==> src/rtl/vga_fb_scan_pkg.sv <==
// Shared definitions for the VGA framebuffer scanner.
// Holds the default 640x480@60 timing, counter/address/colour types,
// the display-region enum with its transition function, and the RGB
// field slicing helpers.
package vga_fb_scan_pkg;

   localparam int unsigned CNT_W  = 10;
   localparam int unsigned ADDR_W = 15;
   localparam int unsigned RGB_W  = 12;

   typedef logic [CNT_W-1:0]  cnt_t;
   typedef logic [ADDR_W-1:0] addr_t;
   typedef logic [RGB_W-1:0]  rgb_t;

   typedef enum logic [1:0] {RegActive, RegFront, RegSync, RegBack} region_e;

   localparam int unsigned H_ACTIVE_DEF = 640;
   localparam int unsigned H_FP_DEF     = 16;
   localparam int unsigned H_SYNC_DEF   = 96;
   localparam int unsigned H_BP_DEF     = 48;
   localparam int unsigned V_ACTIVE_DEF = 480;
   localparam int unsigned V_FP_DEF     = 10;
   localparam int unsigned V_SYNC_DEF   = 2;
   localparam int unsigned V_BP_DEF     = 33;
   localparam int unsigned H_TOTAL_DEF  = H_ACTIVE_DEF + H_FP_DEF + H_SYNC_DEF + H_BP_DEF;
   localparam int unsigned V_TOTAL_DEF  = V_ACTIVE_DEF + V_FP_DEF + V_SYNC_DEF + V_BP_DEF;

   // Region entered after leaving position pos; each end_* is the last
   // position of the named region.
   function automatic region_e region_next(region_e cur, cnt_t pos, cnt_t end_act,
                                           cnt_t end_fp, cnt_t end_sync, cnt_t end_tot);
      region_e nxt;
      nxt = cur;
      case (cur)
         RegActive: if (pos == end_act)  nxt = RegFront;
         RegFront:  if (pos == end_fp)   nxt = RegSync;
         RegSync:   if (pos == end_sync) nxt = RegBack;
         RegBack:   if (pos == end_tot)  nxt = RegActive;
         default:   nxt = RegActive;
      endcase
      return nxt;
   endfunction

   function automatic logic [3:0] rgb_r(rgb_t c);
      return c[11:8];
   endfunction

   function automatic logic [3:0] rgb_g(rgb_t c);
      return c[7:4];
   endfunction

   function automatic logic [3:0] rgb_b(rgb_t c);
      return c[3:0];
   endfunction

endpackage

==> src/rtl/vga_fb_scan_if.sv <==
// Framebuffer read port plus VGA pin bundle.
//   fb_addr     : framebuffer read address (scanner -> memory)
//   fb_data     : 12-bit RGB read data, one clk after fb_addr (memory -> scanner)
//   vga_r/g/b   : 4-bit colour pins
//   vga_hs/vs   : sync pins
//   frame_start : one-clk pulse at the start of each frame
// master = scanner side, slave = memory/board side.
interface vga_fb_scan_if;
   import vga_fb_scan_pkg::*;

   addr_t      fb_addr;
   rgb_t       fb_data;
   logic [3:0] vga_r;
   logic [3:0] vga_g;
   logic [3:0] vga_b;
   logic       vga_hs;
   logic       vga_vs;
   logic       frame_start;

   modport master (
      output fb_addr, vga_r, vga_g, vga_b, vga_hs, vga_vs, frame_start,
      input  fb_data
   );

   modport slave (
      input  fb_addr, vga_r, vga_g, vga_b, vga_hs, vga_vs, frame_start,
      output fb_data
   );

endinterface

==> src/rtl/vga_fb_scan_timing.sv <==
// VGA timing core: pixel-tick divider, h/v counters, region FSMs.
// Ports:
//   clk, rst        : system clock, synchronous active-high reset
//   o_tick          : one clk in CLK_DIV, counters advance on it
//   o_h, o_v        : current pixel position
//   o_hsync/o_vsync : high while in the sync region (polarity applied by caller)
//   o_active        : both regions active
//   o_frame_start   : one-clk pulse on the clk after the counters wrap to (0,0)
module vga_fb_scan_timing
   import vga_fb_scan_pkg::*;
#(
   parameter int unsigned CLK_DIV  = 4,
   parameter int unsigned H_ACTIVE = H_ACTIVE_DEF,
   parameter int unsigned H_FP     = H_FP_DEF,
   parameter int unsigned H_SYNC   = H_SYNC_DEF,
   parameter int unsigned H_BP     = H_BP_DEF,
   parameter int unsigned V_ACTIVE = V_ACTIVE_DEF,
   parameter int unsigned V_FP     = V_FP_DEF,
   parameter int unsigned V_SYNC   = V_SYNC_DEF,
   parameter int unsigned V_BP     = V_BP_DEF
) (
   input  logic clk,
   input  logic rst,
   output logic o_tick,
   output cnt_t o_h,
   output cnt_t o_v,
   output logic o_hsync,
   output logic o_vsync,
   output logic o_active,
   output logic o_frame_start
);

   localparam int unsigned DIV_W = (CLK_DIV > 1) ? $clog2(CLK_DIV) : 1;
   localparam logic [DIV_W-1:0] DIV_LAST = DIV_W'(CLK_DIV - 1);

   localparam cnt_t H_END_ACT  = cnt_t'(H_ACTIVE - 1);
   localparam cnt_t H_END_FP   = cnt_t'(H_ACTIVE + H_FP - 1);
   localparam cnt_t H_END_SYNC = cnt_t'(H_ACTIVE + H_FP + H_SYNC - 1);
   localparam cnt_t H_END_TOT  = cnt_t'(H_ACTIVE + H_FP + H_SYNC + H_BP - 1);
   localparam cnt_t V_END_ACT  = cnt_t'(V_ACTIVE - 1);
   localparam cnt_t V_END_FP   = cnt_t'(V_ACTIVE + V_FP - 1);
   localparam cnt_t V_END_SYNC = cnt_t'(V_ACTIVE + V_FP + V_SYNC - 1);
   localparam cnt_t V_END_TOT  = cnt_t'(V_ACTIVE + V_FP + V_SYNC + V_BP - 1);

   logic [DIV_W-1:0] r_div;
   cnt_t             r_h;
   cnt_t             r_v;
   region_e          r_hreg;
   region_e          r_vreg;
   logic             r_frame_start;

   logic w_tick;
   logic w_line_end;
   logic w_frame_end;

   assign w_tick      = (r_div == DIV_LAST);
   assign w_line_end  = w_tick && (r_h == H_END_TOT);
   assign w_frame_end = w_line_end && (r_v == V_END_TOT);

   always_ff @(posedge clk) begin
      if (rst) begin
         r_div         <= '0;
         r_h           <= '0;
         r_v           <= '0;
         r_hreg        <= RegActive;
         r_vreg        <= RegActive;
         r_frame_start <= 1'b0;
      end else begin
         r_frame_start <= w_frame_end;
         r_div         <= w_tick ? '0 : r_div + 1'b1;
         if (w_tick) begin
            r_h    <= w_line_end ? '0 : r_h + 1'b1;
            r_hreg <= region_next(r_hreg, r_h, H_END_ACT, H_END_FP, H_END_SYNC, H_END_TOT);
            if (w_line_end) begin
               r_v    <= w_frame_end ? '0 : r_v + 1'b1;
               r_vreg <= region_next(r_vreg, r_v, V_END_ACT, V_END_FP, V_END_SYNC, V_END_TOT);
            end
         end
      end
   end

   assign o_tick        = w_tick;
   assign o_h           = r_h;
   assign o_v           = r_v;
   assign o_hsync       = (r_hreg == RegSync);
   assign o_vsync       = (r_vreg == RegSync);
   assign o_active      = (r_hreg == RegActive) && (r_vreg == RegActive);
   assign o_frame_start = r_frame_start;

endmodule

==> src/rtl/vga_fb_scan.sv <==
// Display-side framebuffer reader. Walks an IMG_W x IMG_H image in raster
// order, replicating each pixel SCALE x SCALE, centred in the active area
// with BORDER_RGB around it, and drives 4:4:4 VGA pins.
// IMG_W*SCALE must fit H_ACTIVE, IMG_H*SCALE must fit V_ACTIVE, and the
// framebuffer read latency (1 clk) must be below CLK_DIV.
// Ports:
//   clk, rst : system clock, synchronous active-high reset
//   io_bus   : master side of vga_fb_scan_if (fb_addr/fb_data, VGA pins, frame_start)
module vga_fb_scan
   import vga_fb_scan_pkg::*;
#(
   parameter int unsigned CLK_DIV    = 4,
   parameter int unsigned H_ACTIVE   = H_ACTIVE_DEF,
   parameter int unsigned H_FP       = H_FP_DEF,
   parameter int unsigned H_SYNC     = H_SYNC_DEF,
   parameter int unsigned H_BP       = H_BP_DEF,
   parameter int unsigned V_ACTIVE   = V_ACTIVE_DEF,
   parameter int unsigned V_FP       = V_FP_DEF,
   parameter int unsigned V_SYNC     = V_SYNC_DEF,
   parameter int unsigned V_BP       = V_BP_DEF,
   parameter int unsigned IMG_W      = 200,
   parameter int unsigned IMG_H      = 150,
   parameter int unsigned SCALE      = 3,
   parameter rgb_t        BORDER_RGB = 12'h000,
   parameter bit          SYNC_POL   = 1'b0
) (
   input logic           clk,
   input logic           rst,
   vga_fb_scan_if.master io_bus
);

   localparam cnt_t X0        = cnt_t'((H_ACTIVE - IMG_W * SCALE) / 2);
   localparam cnt_t X_LAST    = cnt_t'((H_ACTIVE - IMG_W * SCALE) / 2 + IMG_W * SCALE - 1);
   localparam cnt_t Y0        = cnt_t'((V_ACTIVE - IMG_H * SCALE) / 2);
   localparam cnt_t Y_LAST    = cnt_t'((V_ACTIVE - IMG_H * SCALE) / 2 + IMG_H * SCALE - 1);
   localparam cnt_t H_END_TOT = cnt_t'(H_ACTIVE + H_FP + H_SYNC + H_BP - 1);
   localparam cnt_t V_END_TOT = cnt_t'(V_ACTIVE + V_FP + V_SYNC + V_BP - 1);
   localparam int unsigned SUB_W = (SCALE > 1) ? $clog2(SCALE) : 1;
   localparam logic [SUB_W-1:0] SUB_LAST = SUB_W'(SCALE - 1);
   localparam addr_t ROW_STEP = addr_t'(IMG_W);

   logic w_tick;
   cnt_t w_h;
   cnt_t w_v;
   logic w_hsync;
   logic w_vsync;
   logic w_active;
   logic w_frame_start;

   vga_fb_scan_timing #(
      .CLK_DIV  (CLK_DIV),
      .H_ACTIVE (H_ACTIVE),
      .H_FP     (H_FP),
      .H_SYNC   (H_SYNC),
      .H_BP     (H_BP),
      .V_ACTIVE (V_ACTIVE),
      .V_FP     (V_FP),
      .V_SYNC   (V_SYNC),
      .V_BP     (V_BP)
   ) u_timing (
      .clk           (clk),
      .rst           (rst),
      .o_tick        (w_tick),
      .o_h           (w_h),
      .o_v           (w_v),
      .o_hsync       (w_hsync),
      .o_vsync       (w_vsync),
      .o_active      (w_active),
      .o_frame_start (w_frame_start)
   );

   logic w_row_in;
   logic w_in_win;
   logic w_line_end;

   assign w_row_in   = (w_v >= Y0) && (w_v <= Y_LAST);
   assign w_in_win   = w_row_in && (w_h >= X0) && (w_h <= X_LAST);
   assign w_line_end = w_tick && (w_h == H_END_TOT);

   logic [SUB_W-1:0] r_hsub;
   logic [SUB_W-1:0] r_vsub;
   addr_t            r_col;
   addr_t            r_row_base;
   addr_t            r_addr;
   // Stage 1 carries per-pixel attributes alongside the address in flight.
   logic             r_in_win_d;
   logic             r_active_d;
   logic             r_hs_d;
   logic             r_vs_d;
   rgb_t             r_rgb;
   logic             r_hs;
   logic             r_vs;

   always_ff @(posedge clk) begin
      if (rst) begin
         r_hsub     <= '0;
         r_vsub     <= '0;
         r_col      <= '0;
         r_row_base <= '0;
         r_addr     <= '0;
         r_in_win_d <= 1'b0;
         r_active_d <= 1'b0;
         r_hs_d     <= 1'b0;
         r_vs_d     <= 1'b0;
         r_rgb      <= '0;
         r_hs       <= ~SYNC_POL;
         r_vs       <= ~SYNC_POL;
      end else if (w_tick) begin
         r_in_win_d <= w_in_win;
         r_active_d <= w_active;
         r_hs_d     <= w_hsync;
         r_vs_d     <= w_vsync;

         // Address only moves inside the window; it holds elsewhere.
         if (w_in_win) begin
            r_addr <= r_row_base + r_col;
            if (w_h == X_LAST) begin
               r_hsub <= '0;
               r_col  <= '0;
            end else if (r_hsub == SUB_LAST) begin
               r_hsub <= '0;
               r_col  <= r_col + 1'b1;
            end else begin
               r_hsub <= r_hsub + 1'b1;
            end
         end

         if (w_line_end) begin
            if (w_v == V_END_TOT) begin
               r_vsub     <= '0;
               r_row_base <= '0;
            end else if (w_row_in) begin
               if (r_vsub == SUB_LAST) begin
                  r_vsub     <= '0;
                  // Clear after the last image row so row_base never passes the image.
                  r_row_base <= (w_v == Y_LAST) ? '0 : r_row_base + ROW_STEP;
               end else begin
                  r_vsub <= r_vsub + 1'b1;
               end
            end
         end

         // fb_data now reflects the address issued one tick earlier.
         r_rgb <= !r_active_d ? '0 : (r_in_win_d ? io_bus.fb_data : BORDER_RGB);
         r_hs  <= r_hs_d ? SYNC_POL : ~SYNC_POL;
         r_vs  <= r_vs_d ? SYNC_POL : ~SYNC_POL;
      end
   end

   assign io_bus.fb_addr     = r_addr;
   assign io_bus.vga_r       = rgb_r(r_rgb);
   assign io_bus.vga_g       = rgb_g(r_rgb);
   assign io_bus.vga_b       = rgb_b(r_rgb);
   assign io_bus.vga_hs      = r_hs;
   assign io_bus.vga_vs      = r_vs;
   assign io_bus.frame_start = w_frame_start;

endmodule
==> src/flat_wrapper.sv <==
// flat-port wrapper written by rule: the top's interface ports become plain ports
module vga_fb_scan_flat import vga_fb_scan_pkg::*;
#(
   parameter int unsigned CLK_DIV    = 4,
   parameter int unsigned H_ACTIVE   = H_ACTIVE_DEF,
   parameter int unsigned H_FP       = H_FP_DEF,
   parameter int unsigned H_SYNC     = H_SYNC_DEF,
   parameter int unsigned H_BP       = H_BP_DEF,
   parameter int unsigned V_ACTIVE   = V_ACTIVE_DEF,
   parameter int unsigned V_FP       = V_FP_DEF,
   parameter int unsigned V_SYNC     = V_SYNC_DEF,
   parameter int unsigned V_BP       = V_BP_DEF,
   parameter int unsigned IMG_W      = 200,
   parameter int unsigned IMG_H      = 150,
   parameter int unsigned SCALE      = 3,
   parameter rgb_t        BORDER_RGB = 12'h000,
   parameter bit          SYNC_POL   = 1'b0
)
  (clk, rst, io_bus_fb_addr, io_bus_vga_r, io_bus_vga_g, io_bus_vga_b, io_bus_vga_hs, io_bus_vga_vs, io_bus_frame_start, io_bus_fb_data);
  vga_fb_scan_if io_bus_i ();
  input logic clk;
  input logic rst;
  output wire logic [$bits(io_bus_i.fb_addr)-1:0] io_bus_fb_addr;
  output wire logic [$bits(io_bus_i.vga_r)-1:0] io_bus_vga_r;
  output wire logic [$bits(io_bus_i.vga_g)-1:0] io_bus_vga_g;
  output wire logic [$bits(io_bus_i.vga_b)-1:0] io_bus_vga_b;
  output wire logic [$bits(io_bus_i.vga_hs)-1:0] io_bus_vga_hs;
  output wire logic [$bits(io_bus_i.vga_vs)-1:0] io_bus_vga_vs;
  output wire logic [$bits(io_bus_i.frame_start)-1:0] io_bus_frame_start;
  input wire logic [$bits(io_bus_i.fb_data)-1:0] io_bus_fb_data;
  assign io_bus_fb_addr = io_bus_i.fb_addr;
  assign io_bus_vga_r = io_bus_i.vga_r;
  assign io_bus_vga_g = io_bus_i.vga_g;
  assign io_bus_vga_b = io_bus_i.vga_b;
  assign io_bus_vga_hs = io_bus_i.vga_hs;
  assign io_bus_vga_vs = io_bus_i.vga_vs;
  assign io_bus_frame_start = io_bus_i.frame_start;
  assign io_bus_i.fb_data = io_bus_fb_data;
  vga_fb_scan #(.CLK_DIV(CLK_DIV), .H_ACTIVE(H_ACTIVE), .H_FP(H_FP), .H_SYNC(H_SYNC), .H_BP(H_BP), .V_ACTIVE(V_ACTIVE), .V_FP(V_FP), .V_SYNC(V_SYNC), .V_BP(V_BP), .IMG_W(IMG_W), .IMG_H(IMG_H), .SCALE(SCALE), .BORDER_RGB(BORDER_RGB), .SYNC_POL(SYNC_POL)) u_core (.clk(clk), .rst(rst), .io_bus(io_bus_i));
endmodule
==> config.mk <==
export PLATFORM = sky130hd
export DESIGN_NAME = vga_fb_scan_flat
export DESIGN_NICKNAME = d
export VERILOG_FILES = /design/src/rtl/vga_fb_scan_pkg.sv /design/src/rtl/vga_fb_scan_if.sv /design/src/rtl/vga_fb_scan_timing.sv /design/src/rtl/vga_fb_scan.sv /design/src/flat_wrapper.sv
export SDC_FILE = /design/constraint.sdc
export NUM_CORES = 1
export LEC_CHECK = 0
export BUFFER_PORTS_ARGS = -buffer_cell sky130_fd_sc_hd__buf_2
export CAP_MARGIN = 15
export CORE_UTILIZATION = 35
export DETAILED_ROUTE_END_ITERATION = 8
export GPL_TIMING_DRIVEN = 0
export PLACE_DENSITY = 0.55
export SETUP_SLACK_MARGIN = 0.5
export SLEW_MARGIN = 25
export SYNTH_ARGS = -nofsm -noshare
export SYNTH_HDL_FRONTEND = slang
export SYNTH_SLANG_ARGS = --single-unit
==> constraint.sdc <==
create_clock -name clk -period 2.06 [get_ports clk]
set_clock_uncertainty 0.1 [all_clocks]
set_input_delay 0.309 -clock clk [delete_from_list [all_inputs] [get_ports clk]]
set_output_delay 0.309 -clock clk [all_outputs]
set_load 0.1 [all_outputs]
Word level (Yosys, flattened, before mapping) --
Cells that the tools add are included.
Cells by class: $add $sub $neg 8, $lt $le $gt $ge 4, equality and inequality tests 27, multiplexer cells 27, reductions and logical operators 19
Operators by type and width (number):
- 2-to-1 mux 15 bit | 6
- equality test 10 bit (second input constant) | 6
- equality test 10 x 9 -> 1 bit (second input constant) | 4
- 2-to-1 mux 2 bit | 13
- 2-to-1 mux 12 bit | 2
- adder 10 x 1 -> 10 bit (second input constant) | 2
- 2-to-1 mux 10 bit | 2
- case mux 2 bit (4 select lines) | 2
- adder 15 x 1 -> 15 bit (second input constant) | 1
- adder 15 bit | 1
- adder 15 x 8 -> 15 bit (second input constant) | 1
- equality test 2 bit (second input constant) | 7
- != test 2 bit (second input constant) | 6
- >= comparator 10 x 4 -> 1 bit (second input constant) | 1
- >= comparator 10 x 5 -> 1 bit (second input constant) | 1
- <= comparator 10 bit (second input constant) | 1
- <= comparator 10 x 9 -> 1 bit (second input constant) | 1
- adder 2 x 1 -> 2 bit (second input constant) | 3
- logical AND 1 bit | 6
- AND reduction 3 bit | 2
- AND reduction 6 bit | 1
- nonzero test 2 bit | 3
- AND reduction 5 bit | 1
- equality test 2 x 1 -> 1 bit (second input constant) | 2
- 6 further kinds | 10
Storage, ports and cells: register bits after elaboration 94, bits of input ports 14, output and inout bits 30, logic and storage cells 103

Logic depth before layout (Yosys ltp) --
depth after elaboration 5, depth in mapped cells 9, mapped depth without buffers 8

Modules after synthesis --
From an unflattened synthesis, not the netlist that was laid out.
Second synthesis, totals: cells, all modules 598, area, all modules 4928.5 sq um
By module, submodules not included:
- vga_fb_scan | instances 1, cells an instance 433, area each 3453.3 sq um
- vga_fb_scan_timing | instances 1, cells an instance 165, area each 1475.2 sq um

Worst setup path after synthesis --
OpenSTA, ideal clock, no wires.
path kind register to register, from reg u_core.u_timing.r_div[0], to reg u_core.u_timing.r_v[9], in the netlist u_core.u_timing.o_v[9], library setup time 0.128 ns, arrival time 1.952 ns, data required time 1.832 ns, slack -0.119 ns, stages on the path, launching flop included 9, path buffers 1, cell sequence dfxtp_1 ha_1 buf_2 nand4_1 or4_4 nor4_1 nand4_1 xor2_1 nor2_1
Between the ends: longest elaborated chain between the ends 4, elaborated cells between the ends (all ways) 5, classes of those cells 1 x eq/ne; 1 x mux; 3 x reduce/logical
Ends and longest elaborated chain:
- start: declaration | line vga_fb_scan_timing.sv:45 | logic [DIV_W-1:0] r_div;
- start signal: assignment | line vga_fb_scan_timing.sv:70 | r_div <= w_tick ? '0 : r_div + 1'b1;
- equality test 2 bit * | line vga_fb_scan_timing.sv:56 | assign w_tick = (r_div == DIV_LAST);
- logical AND 1 bit | line vga_fb_scan_timing.sv:57 | assign w_line_end = w_tick && (r_h == H_END_TOT);
- logical AND 1 bit | line vga_fb_scan_timing.sv:58 | assign w_frame_end = w_line_end && (r_v == V_END_TOT);
- 2-to-1 mux 10 bit | line vga_fb_scan_timing.sv:75 | r_v <= w_frame_end ? '0 : r_v + 1'b1;
- end signal: assignment | line vga_fb_scan_timing.sv:75
- end: declaration | line vga_fb_scan_timing.sv:47 | cnt_t r_v;
Mark *: on every way between the ends. The rest lies on a longest branch, timed or not. A chain may end at the register's enable or synchronous reset.

Worst setup path after layout --
from reg u_core.u_timing.r_v[8], in the netlist u_core.u_timing.o_v[8], to reg u_core.r_addr[11], in the netlist u_core.io_bus.fb_addr[11]
Between the ends: longest elaborated chain between the ends 5, elaborated cells between the ends (all ways) 6, classes of those cells 2 x order compare; 4 x reduce/logical
Ends and longest elaborated chain:
- >= comparator 10 x 4 -> 1 bit / <= comparator 10 x 9 -> 1 bit (equally long branches) | line vga_fb_scan.sv:76 | assign w_row_in = (w_v >= Y0) && (w_v <= Y_LAST);
- logical AND 1 bit * | line vga_fb_scan.sv:76
- logical AND 1 bit * (2 in series) | line vga_fb_scan.sv:77 | assign w_in_win = w_row_in && (w_h >= X0) && (w_h <= X_LAST);
- AND reduction 2 bit (no line) *
- end signal: assignment | line vga_fb_scan.sv:116 | r_addr <= r_row_base + r_col;
- end: declaration | line vga_fb_scan.sv:84 | addr_t r_addr;
Marks and branches as above.

==> impl_metrics.csv <==
group,metric,value,unit
logic_synthesis,synth-edff-count,0,
status,violations,"setup timing",
flow_run,max_cap_violations,0,
clocking,ctsRootBufferMaster,"clkbuf_16",
power,p_leak,2.913,nW
global_route,antenna_found_initial,0,
die,ios,44,
timing,final.min_clock_period,2.214,ns
clocking,cts_tree,"yes",
logic_synthesis,synth_ff_type,"dfxtp_1",
timing,fin_ws,-0.1544,ns
power,clock_power_share,45.7,%
logic_synthesis,syn_inst,557,
die,start_util,36.00,%
logic_synthesis,syn-cell-area,4786,um^2
global_route,overflow,0,
timing,hold_viol,0,
timing,slew_violations,0,
global_route,grt_use_total,19.20,%
logic_synthesis,synth_nets,600,
setup_path,crit_fanout,5,
timing,max_freq,0.4516,GHz
route,drt_iter0_drc,256,
timing,worst_pin_slew,0.7477,ns
logic_synthesis,yosysUniqueCellTypes,66,
timing,slew-limit-headroom,50.15,%
layout,stdcell_count,871,
route,ant_nets,0,
layout,final_common_cell,"dfxtp_1",
place,place_congestion,0.8519,
timing,finalSetupViolCount,47,
power,p_seq_share,49.2,%
status,status,"complete, but fails checks",
global_route,grt_max_degree,18,
die,die_h,118.9,um
clocking,cts.path.max_buffers,2,
power,p_per_area,492.8,nW/um^2
die,fp.coreArea,13300,um^2
setup_path,crit_required,2.17,ns
logic_synthesis,ys_ff_latch,91,
die,rows,42,
logic_synthesis,synthArstFlopShare,0,%
clocking,cts_hold_buf,0,
route,routedWlPerCell,15.95,um
global_route,grt_pass1_vias,4333,
power,p_comb_share,5.2,%
setup_path,cp.arrival,2.33,ns
clocking,worst_skew_pair.late_latency,0.36,ns
logic_synthesis,yosysWarnings,0,
layout,nets,733,
power,ir_drop,496.6,uV
place,post_dp_cell_area,5331,um^2
global_route,grt_pass1_wl,21.58,mm
setup_path,crit_path_start_kind,"register",
layout,design_area,7256,um^2
timing,tns,-4.232,ns
hold_path,worstHoldPathType,"input port to register",
die,die_width,118.9,um
route,wirelength,13.89,mm
logic_synthesis,avgSynthCellArea,8.592,um^2
setup_path,criticalPathCategory,"register to register",
place,dp_hpwl,8.056,mm
layout,drive_gt1_share,45.61,%
route,drc_errors,0,
power,p_int,2.684,mW
power,power.total,3.576,mW
route,drtPass1Iterations,5,
clocking,clkSinkCount,91,
timing,post-route-period-util,107.5,%
route,viasPerCell,5.293,
layout,regArea,1891,um^2
timing,rsz0062_at_grt,"yes",
layout,area_delta_synth_final,51.61,%
power,swShare,24.93,%
layout,final_cell_mix,"62 x dfxtp_1, 45 x buf_4, 39 x nand2_1",
power,switchingPower,891.6,uW
setup_path,worstSetupEndpointType,"register",
route,num_vias,4610,
clocking,clk_pin_slew,0.07,ns
place,dp_cells,776,
clocking,cts_made_buffers,9,
place,port_buffers,43,
die,die-area,14150,um^2
layout,antenna-diode-count,0,
clocking,h-tree-depth,3,
logic_synthesis,ys_seq_area_share,38.07,%
layout,multi_input_area,3425,um^2
layout,fillers,1182,
[metal layers]
metal / vias to the layer above / global-route usage [%] / part of all wire (%)
li1: 2276 / - / -
met1: 2209 / 23.64 / 44
met2: 102 / 32.57 / 50
met3: 23 / 2.969 / 3.4
met4: 0 / 9.415 / 2.6
met5: - / 0 / 0
[power groups by stage]
stage                     clock [mW]  sequential (mW)  combinational [mW]
after floorplan                    0             1.81              0.0614
after global placement             0             1.82              0.0969
after detailed placement           0             1.82              0.0996
after CTS                       1.66             1.77               0.142
after global routing            1.74             1.76               0.198
final                           1.63             1.76               0.185
[path summary, 6_finish.rpt]
check / from / to / slack [ns] / cells past startpoint
worst max-delay path: u_core.u_timing.o_v[8] / u_core.io_bus.fb_addr[11] / -0.15 / 8
worst min-delay path: io_bus_fb_data[0] / u_core.r_rgb[0] / 0.06 / 2
worst max register to register: u_core.u_timing.o_v[8] / u_core.io_bus.fb_addr[11] / -0.15 / 8
worst min register to register: u_core.io_bus.fb_addr[12] / u_core.io_bus.fb_addr[12] / 0.34 / 2
[what timing repair did]
item	4_1_cts	5_1_grt
setup buffers	42	25
resized for setup	140	128
pin swaps	69	34
cloned	9	3
endpoints found under the setup margin	85	100
[cell usage after synthesis (all sizes together), types with 3 or more instances]
cell type | instances | area (um^2)
xor2 | 16 | 140.1
inv | 19 | 71.32
nand2 | 53 | 198.9
a211oi | 7 | 57.55
nand3 | 17 | 85.08
a22o | 12 | 105.1
nor4 | 3 | 25.02
and3 | 11 | 73.82
or4 | 6 | 52.55
nor2b | 6 | 37.54
buf | 20 | 123.9
nor2 | 55 | 206.5
nand3b | 3 | 22.52
nand2b | 9 | 56.30
nand4b | 3 | 32.53
a31oi | 7 | 43.79
or3b | 3 | 26.28
mux2i | 6 | 60.06
a21o | 4 | 30.03
nand4 | 13 | 111.4
o21ai | 34 | 170.2
o31ai | 11 | 82.58
and2 | 5 | 31.28
ha | 29 | 362.9
a21oi | 47 | 246.5
dfxtp | 91 | 1822
nor3 | 9 | 45.04
clkbuf | 8 | 30.03
xnor2 | 13 | 113.9
or3 | 7 | 48.80
[registers in the layout, summed over array words and instances, names as in the netlist]
signal and cells:
u_core.r_hs_d 1, u_core.u_timing.o_h 10, u_core.r_vsub 2, u_core.r_vs_d 1, u_core.io_bus.vga_hs 1, u_core.u_timing.o_frame_start 1, u_core.u_timing.r_hreg 2, u_core.r_row_base 12
u_core.r_col 15, u_core.r_active_d 1, u_core.u_timing.r_div 2, u_core.io_bus.vga_vs 1, u_core.r_rgb 12, u_core.r_hsub 2, u_core.u_timing.o_v 10, u_core.r_in_win_d 1
u_core.u_timing.r_vreg 2, u_core.io_bus.fb_addr 15
[cells by family (layout without fill, tap and decap cells)]
kind of cell	Yosys count	after routing	synth area share (%)
buf+inv	47	184	4.706
flops	91	91	38.07
fa+ha+maj	29	29	7.582
compound gates	138	139	18.46
simple gates	216	216	24.55
other cells	1	1	0.07836
mux	6	6	1.255
xor+xnor	29	29	5.307
[stage by stage]
step	util (%)	hold slack (ns)	setup WS [ns]
5_1_grt	54.57	0.06406	-0.2246
3_5_place_dp	40.10	0.3241	-0.2808
6_report	54.57	0.05662	-0.1544
3_3_place_gp	40.10	0.3249	-0.2666
2_1_floorplan	-	0.3125	-0.008967
4_1_cts	49.41	0.04879	-0.09469
[cell type report]
| cell class | count | share of cell area (%) |
|---|---|---|
| repair buffers | 121 | 14.99 |
| well taps | 176 | 3.035 |
| plain buffers | 28 | 3.828 |
| flip-flops and latches | 91 | 26.06 |
| clock inverters | 7 | 0.8105 |
| clock buffers | 9 | 3.104 |
| inverters | 19 | 0.9829 |
| multi-input cells | 420 | 47.20 |
[worst max-delay path: stages, from the launching register on]
cell,delay (ns)
dfxtp_4,0.35
or4_4,0.58
nor4_4,0.25
a21oi_4,0.11
buf_6,0.15
and2_4,0.16
bufbuf_16,0.27
nand2_1,0.05
a21oi_1,0.06
Power figures use the tool's default switching activity.
